**src/rtl/debug_dump_rx.sv**
```systemverilog
// debug_dump_rx: reassembles the debug unit's UART dump (MSB byte first) into a capture bank,
// exposing PC/cycle words and reporting frame completion and inter-byte timeouts.
module debug_dump_rx #(
    parameter int DATA_BITS      = 8,
    parameter int NBITS          = 32,
    parameter int MEM_REG_SIZE   = 32,
    parameter int MEM_DATA_SIZE  = 16,
    parameter int TIMEOUT_CYCLES = 1000000,
    localparam int FRAME_WORDS   = 2 + MEM_REG_SIZE + MEM_DATA_SIZE,
    localparam int ADDR_BITS     = $clog2(FRAME_WORDS)
) (
    input  logic                 i_clk,
    input  logic                 i_reset,
    input  logic                 i_uart_rx_ready,
    input  logic [DATA_BITS-1:0] i_uart_rx_data,
    input  logic                 i_clear,
    input  logic [ADDR_BITS-1:0] i_rd_addr,
    output logic                 o_uart_rx_reset,
    output logic [NBITS-1:0]     o_rd_data,
    output logic [NBITS-1:0]     o_pc,
    output logic [NBITS-1:0]     o_cycles,
    output logic                 o_frame_done,
    output logic                 o_frame_error,
    output logic [7:0]           o_frame_count,
    output logic                 o_busy,
    output logic [2:0]           o_state
);
    localparam logic [2:0] RECV    = 3'd0;
    localparam logic [2:0] RELEASE = 3'd1;
    localparam logic [2:0] STORE   = 3'd2;
    localparam logic [2:0] DONE    = 3'd3;
    localparam logic [2:0] ABORT   = 3'd4;
    localparam int TW = $clog2(TIMEOUT_CYCLES);

    logic [2:0]           state;
    logic [1:0]           byte_cnt;
    logic [ADDR_BITS-1:0] word_cnt;
    logic [TW-1:0]        timer;
    logic [NBITS-1:0]     shift_reg;
    logic [NBITS-1:0]     bank [FRAME_WORDS];
    logic                 store_en;
    logic                 rd_valid;

    assign o_busy   = (word_cnt != '0) || (byte_cnt != '0);
    assign o_state  = state;
    assign store_en = i_reset && !i_clear && (state == STORE);
    assign rd_valid = {1'b0, i_rd_addr} < (ADDR_BITS+1)'(FRAME_WORDS);

    always_ff @(posedge i_clk) begin
        if (!i_reset) begin
            state           <= RECV;
            byte_cnt        <= '0;
            word_cnt        <= '0;
            timer           <= '0;
            shift_reg       <= '0;
            o_uart_rx_reset <= 1'b0;
            o_pc            <= '0;
            o_cycles        <= '0;
            o_frame_done    <= 1'b0;
            o_frame_error   <= 1'b0;
            o_frame_count   <= '0;
        end else if (i_clear) begin
            state           <= RECV;
            byte_cnt        <= '0;
            word_cnt        <= '0;
            timer           <= '0;
            o_uart_rx_reset <= 1'b1;
            o_frame_done    <= 1'b0;
            o_frame_error   <= 1'b0;
        end else begin
            o_frame_done  <= 1'b0;
            o_frame_error <= 1'b0;
            case (state)
                RECV: begin
                    o_uart_rx_reset <= i_uart_rx_ready;
                    if (i_uart_rx_ready) begin
                        shift_reg <= {shift_reg[NBITS-DATA_BITS-1:0], i_uart_rx_data};
                        byte_cnt  <= byte_cnt + 2'd1;
                        timer     <= '0;
                        state     <= RELEASE;
                    end else if (o_busy) begin
                        if (timer == TW'(TIMEOUT_CYCLES - 1)) begin
                            state         <= ABORT;
                            o_frame_error <= 1'b1;
                        end else begin
                            timer <= timer + 1'b1;
                        end
                    end
                end
                RELEASE: begin
                    o_uart_rx_reset <= i_uart_rx_ready;
                    if (!i_uart_rx_ready)
                        state <= (byte_cnt == 2'd0) ? STORE : RECV;
                end
                STORE: begin
                    if (word_cnt == ADDR_BITS'(0)) o_pc <= shift_reg;
                    if (word_cnt == ADDR_BITS'(1)) o_cycles <= shift_reg;
                    if (word_cnt == ADDR_BITS'(FRAME_WORDS - 1)) begin
                        state         <= DONE;
                        o_frame_done  <= 1'b1;
                        o_frame_count <= o_frame_count + 8'd1;
                    end else begin
                        word_cnt <= word_cnt + 1'b1;
                        state    <= RECV;
                    end
                end
                DONE: begin
                    word_cnt <= '0;
                    state    <= RECV;
                end
                ABORT: begin
                    word_cnt <= '0;
                    byte_cnt <= '0;
                    timer    <= '0;
                    state    <= RECV;
                end
                default: state <= RECV;
            endcase
        end
    end

    // Bank is deliberately left out of reset so a dump survives a host-side reset.
    always_ff @(posedge i_clk) begin
        if (store_en)
            bank[word_cnt] <= shift_reg;
    end

    always_ff @(posedge i_clk) begin
        if (!i_reset)
            o_rd_data <= '0;
        else
            o_rd_data <= rd_valid ? bank[i_rd_addr] : '0;
    end
endmodule

```
**config.mk**
```make
export PLATFORM = sky130hd
export DESIGN_NAME = debug_dump_rx
export DESIGN_NICKNAME = d
export VERILOG_FILES = /design/src/rtl/debug_dump_rx.sv
export SDC_FILE = /design/constraint.sdc
export NUM_CORES = 2
export LEC_CHECK = 0
export ABC_AREA = 1
export BUFFER_PORTS_ARGS = -buffer_cell sky130_fd_sc_hd__buf_2
export CAP_MARGIN = 20
export CORE_MARGIN = 1
export CORE_UTILIZATION = 45
export DETAILED_ROUTE_END_ITERATION = 10
export GPL_ROUTABILITY_DRIVEN = 0
export SYNTH_ARGS = -nofsm -noshare
export SYNTH_HDL_FRONTEND = slang
export SYNTH_SLANG_ARGS = --single-unit
```
**constraint.sdc**
```tcl
create_clock -name i_clk -period 9.35 [get_ports i_clk]
set_clock_uncertainty 0.05 [all_clocks]
set_input_delay 0.4675 -clock i_clk [delete_from_list [all_inputs] [get_ports i_clk]]
set_output_delay 0.4675 -clock i_clk [all_outputs]
set_load 0.02 [all_outputs]
```
==> reports/results.txt <==
outcome - complete, no violations
DRC - 0
RR Endpoint - bank[11][18]
area leader, netlist - edfxtp_1
ranking of synthesized cells by area - edfxtp_1 (66%), nand2_1 (12%), dfxtp_1 (4.7%), nand3_1 (4.5%), nor2_1 (3.5%)
Syn Inst Count - 6875
row count - 147
Worst-Skew Late Latency - 0.81 ns
# Post-CTS Setup Buffers - 0
largest net degree at the start of global routing - 176
routed via count - 49300
max frequency - 0.208 GHz
Largest register FFs - 1600
Hold Crit Class - in2reg
CP required - 9.70 ns
hold path startpoint - i_rd_addr[5]
RSZ-0062 raised after global routing - no
count of final hold-check violations - 0
clock root buffer - clkbuf_16
DRT iter0 DRCs - 5873
Yosys warning count - 0
#FFs+latches synth - 1770
nets - 6932
clock slew seen by the registers of the worst setup and hold paths - 0.06 ns
Cell Area, Synth - 72800 sq um
Setup CP Type - in2reg
vias in the first global route - 45800
share of post-route cells with drive strength above 1 - 7.97%
CP bufs+invs - 5
DR WL/cell - 23.2 microns
Die ar. - 163000 sq um
Initial Util - 45.3%
R2R Setup Slk - 5.76 ns
io pins - 129
Slew @ Worst Pin - 1.13 ns
Synth Flop Type - edfxtp_1
Die H - 404 microns
Worst VDD drop - 0.163 mV
Crit Path Max Fanout - 103
CP arrival - 5.17 ns
post-synth cell types - 35
Core Region - 161000 sq um
Setup crit start kind - input pin
H-tree Lvls - 4
Cells after DPL - 8864
Max-Cap Viols - 0
Final setup viols - 0
top-area cell type share of the netlist area - 66.0%
Syn Area/Cell - 10.6 sq um
delay-heaviest family, CP - simple AND/OR/NAND/NOR gates
critical path's slowest cell - nor2_4
GRT Resource Usage Total - 26.0%
WHS - 0.288 ns
Slew Viols, Final - 0
asr flop ratio synth - 0%
Finished Layout Cells - 9214
CTS Buf Count - 178
total negative setup slack - 0 ns
hpwl dp - 117000 microns
Die W - 404 microns
sequential share of the synthesized area - 70.7%
first-pass GRT wire length - 311000 microns
post-synth net total - 6899
Avg Vias per Cell - 5.35
Slew headroom - 24.4%
Reg with most FFs - bank
antenna viol nets, final - 0
CP cell instances - buf_2 > buf_4 > inv_1 > nor2_1 > inv_1 > nor2_1 > inv_1 > nor2_1 > nand3_1 > nor2_4
R2R depth - 7
initial antenna violation count - 11
DRT Pass-1 Iters - 6
clk buf depth - 3
number of buffers added on ports - 128
# clock sinks - 1770
WHS Path Cells - 3
grt total ovfl - 0
crit end category - flip-flop
pwr dens - 204 nW/um^2
CP max stage delay - 1.19 ns
CTS tree - built
# resized after CTS - 0
cts hold-fix bufs - 10
Post-synth EDFFs - 1600
Syn-to-layout area delta - 12.0%
Tmin final - 4.82 ns
R2R Path Start - o_state[2]
Worst Hold Path EP - o_rd_data[20]
Routed WL - 214000 microns
LEAKAGE - 32.2 nW
final worst-path cycle share - 51.5%
## cells in the mapped netlist, types with 2 or more instances
master and n:
nor2_1 678, dfxtp_1 170, nand4_1 6, o21ai_0 254, buf_2 153, ha_1 6, inv_1 484, nand3_1 659
o211ai_1 44, nand2_1 2369, buf_1 41, nor3_1 36, clkinv_1 3, a211oi_1 2, and3_1 2, a21oi_1 136
nor2_2 10, o21ai_1 23, buf_6 20, clkbuf_1 129, buf_4 26, nand3b_1 2, xor2_1 5, edfxtp_1 1600
a31o_2 2, inv_2 6
## through the flow
stage	util [%]	total power, mW	setup WS [ns]	cell area (sq um)
global placement	47.0	9.89	3.76	75400
CTS	50.6	16.7	4.66	81200
finish	50.8	16.6	4.53	81500
floorplan	-	9.43	6.20	72800
global route	50.8	17.0	4.31	81500
detailed placement	47.1	9.90	3.80	75600
## layout make-up
type                    count  area, sq um
fillers                 14000        79000
flip-flops and latches   1770        51500
multi-input cells        4242        18100
clock buffers             228         4750
well taps                2160         2700
inverters                 494         1870
repair buffers            222         1800
clock inverters            95          805
diodes                      3         7.51
## worst max path at each step
stage	cells after the start	to	startpoint
2_1_floorplan	8	bank[17][0]	i_reset
3_3_place_gp	10	bank[32][24]	i_reset
3_5_place_dp	10	bank[19][21]	i_reset
4_1_cts	10	bank[19][22]	i_reset
5_1_grt	10	bank[43][15]	i_reset
6_report	10	bank[11][18]	i_reset
## placed cells by master (no fill, tap or decap), drive strengths merged
| master | instances |
|---|---|
| nor3b | 2 |
| xnor2 | 1 |
| ha | 6 |
| o21ai | 277 |
| inv | 499 |
| diode | 3 |
| nor2 | 688 |
| a31oi | 1 |
| o31ai | 1 |
| nand2 | 2370 |
| a21oi | 136 |
| nand3 | 659 |
| dfxtp | 170 |
| a31o | 2 |
| buf | 212 |
| nand4 | 6 |
| bufinv | 8 |
| a211oi | 2 |
| o21bai | 1 |
| clkinv | 77 |
| nor3 | 36 |
| xor2 | 5 |
| nor4 | 1 |
| clkinvlp | 5 |
| dlygate4sd3 | 10 |
| o211ai | 44 |
| nand3b | 2 |
| edfxtp | 1600 |
| and3 | 2 |
| clkbuf | 228 |
## where the power goes
group          switching (mW)  internal [mW]  leakage [nW]
logic                   0.680          0.203          12.7
registers               0.196           8.67          16.8
clock network            3.05           3.83          2.71
## tightest hold or removal path, delay by kind of cell
family / cells / cell delay [ns]
buffers and inverters: 1 / 0.30
and+or+nand+nor: 1 / 0.06
AOI/OAI and AO/OA: 1 / 0.22
## layer usage
metal	global-route usage, %	vias up	wire [microns]
li1	-	22900	-
met1	36.3	23900	87500
met2	40.6	2105	98500
met3	4.62	362	19200
met4	10.1	6	8480
met5	0	-	36
## kinds of logic (layout without fill, tap and decap cells)
| family | after synthesis | after routing | share of synthesized area [%] |
|---|---|---|---|
| and+or+nand+nor | 3766 | 3766 | 20.7 |
| DFF | 1770 | 1770 | 70.7 |
| buffers and inverters | 863 | 1039 | 5.06 |
| AOI/OAI and AO/OA | 464 | 464 | 3.37 |
| adders and majority gates | 6 | 6 | 0.103 |
| xor gates and xnor gates | 6 | 6 | 0.0722 |
| other | 0 | 3 | 0 |
Power figures use the tool's default switching activity.
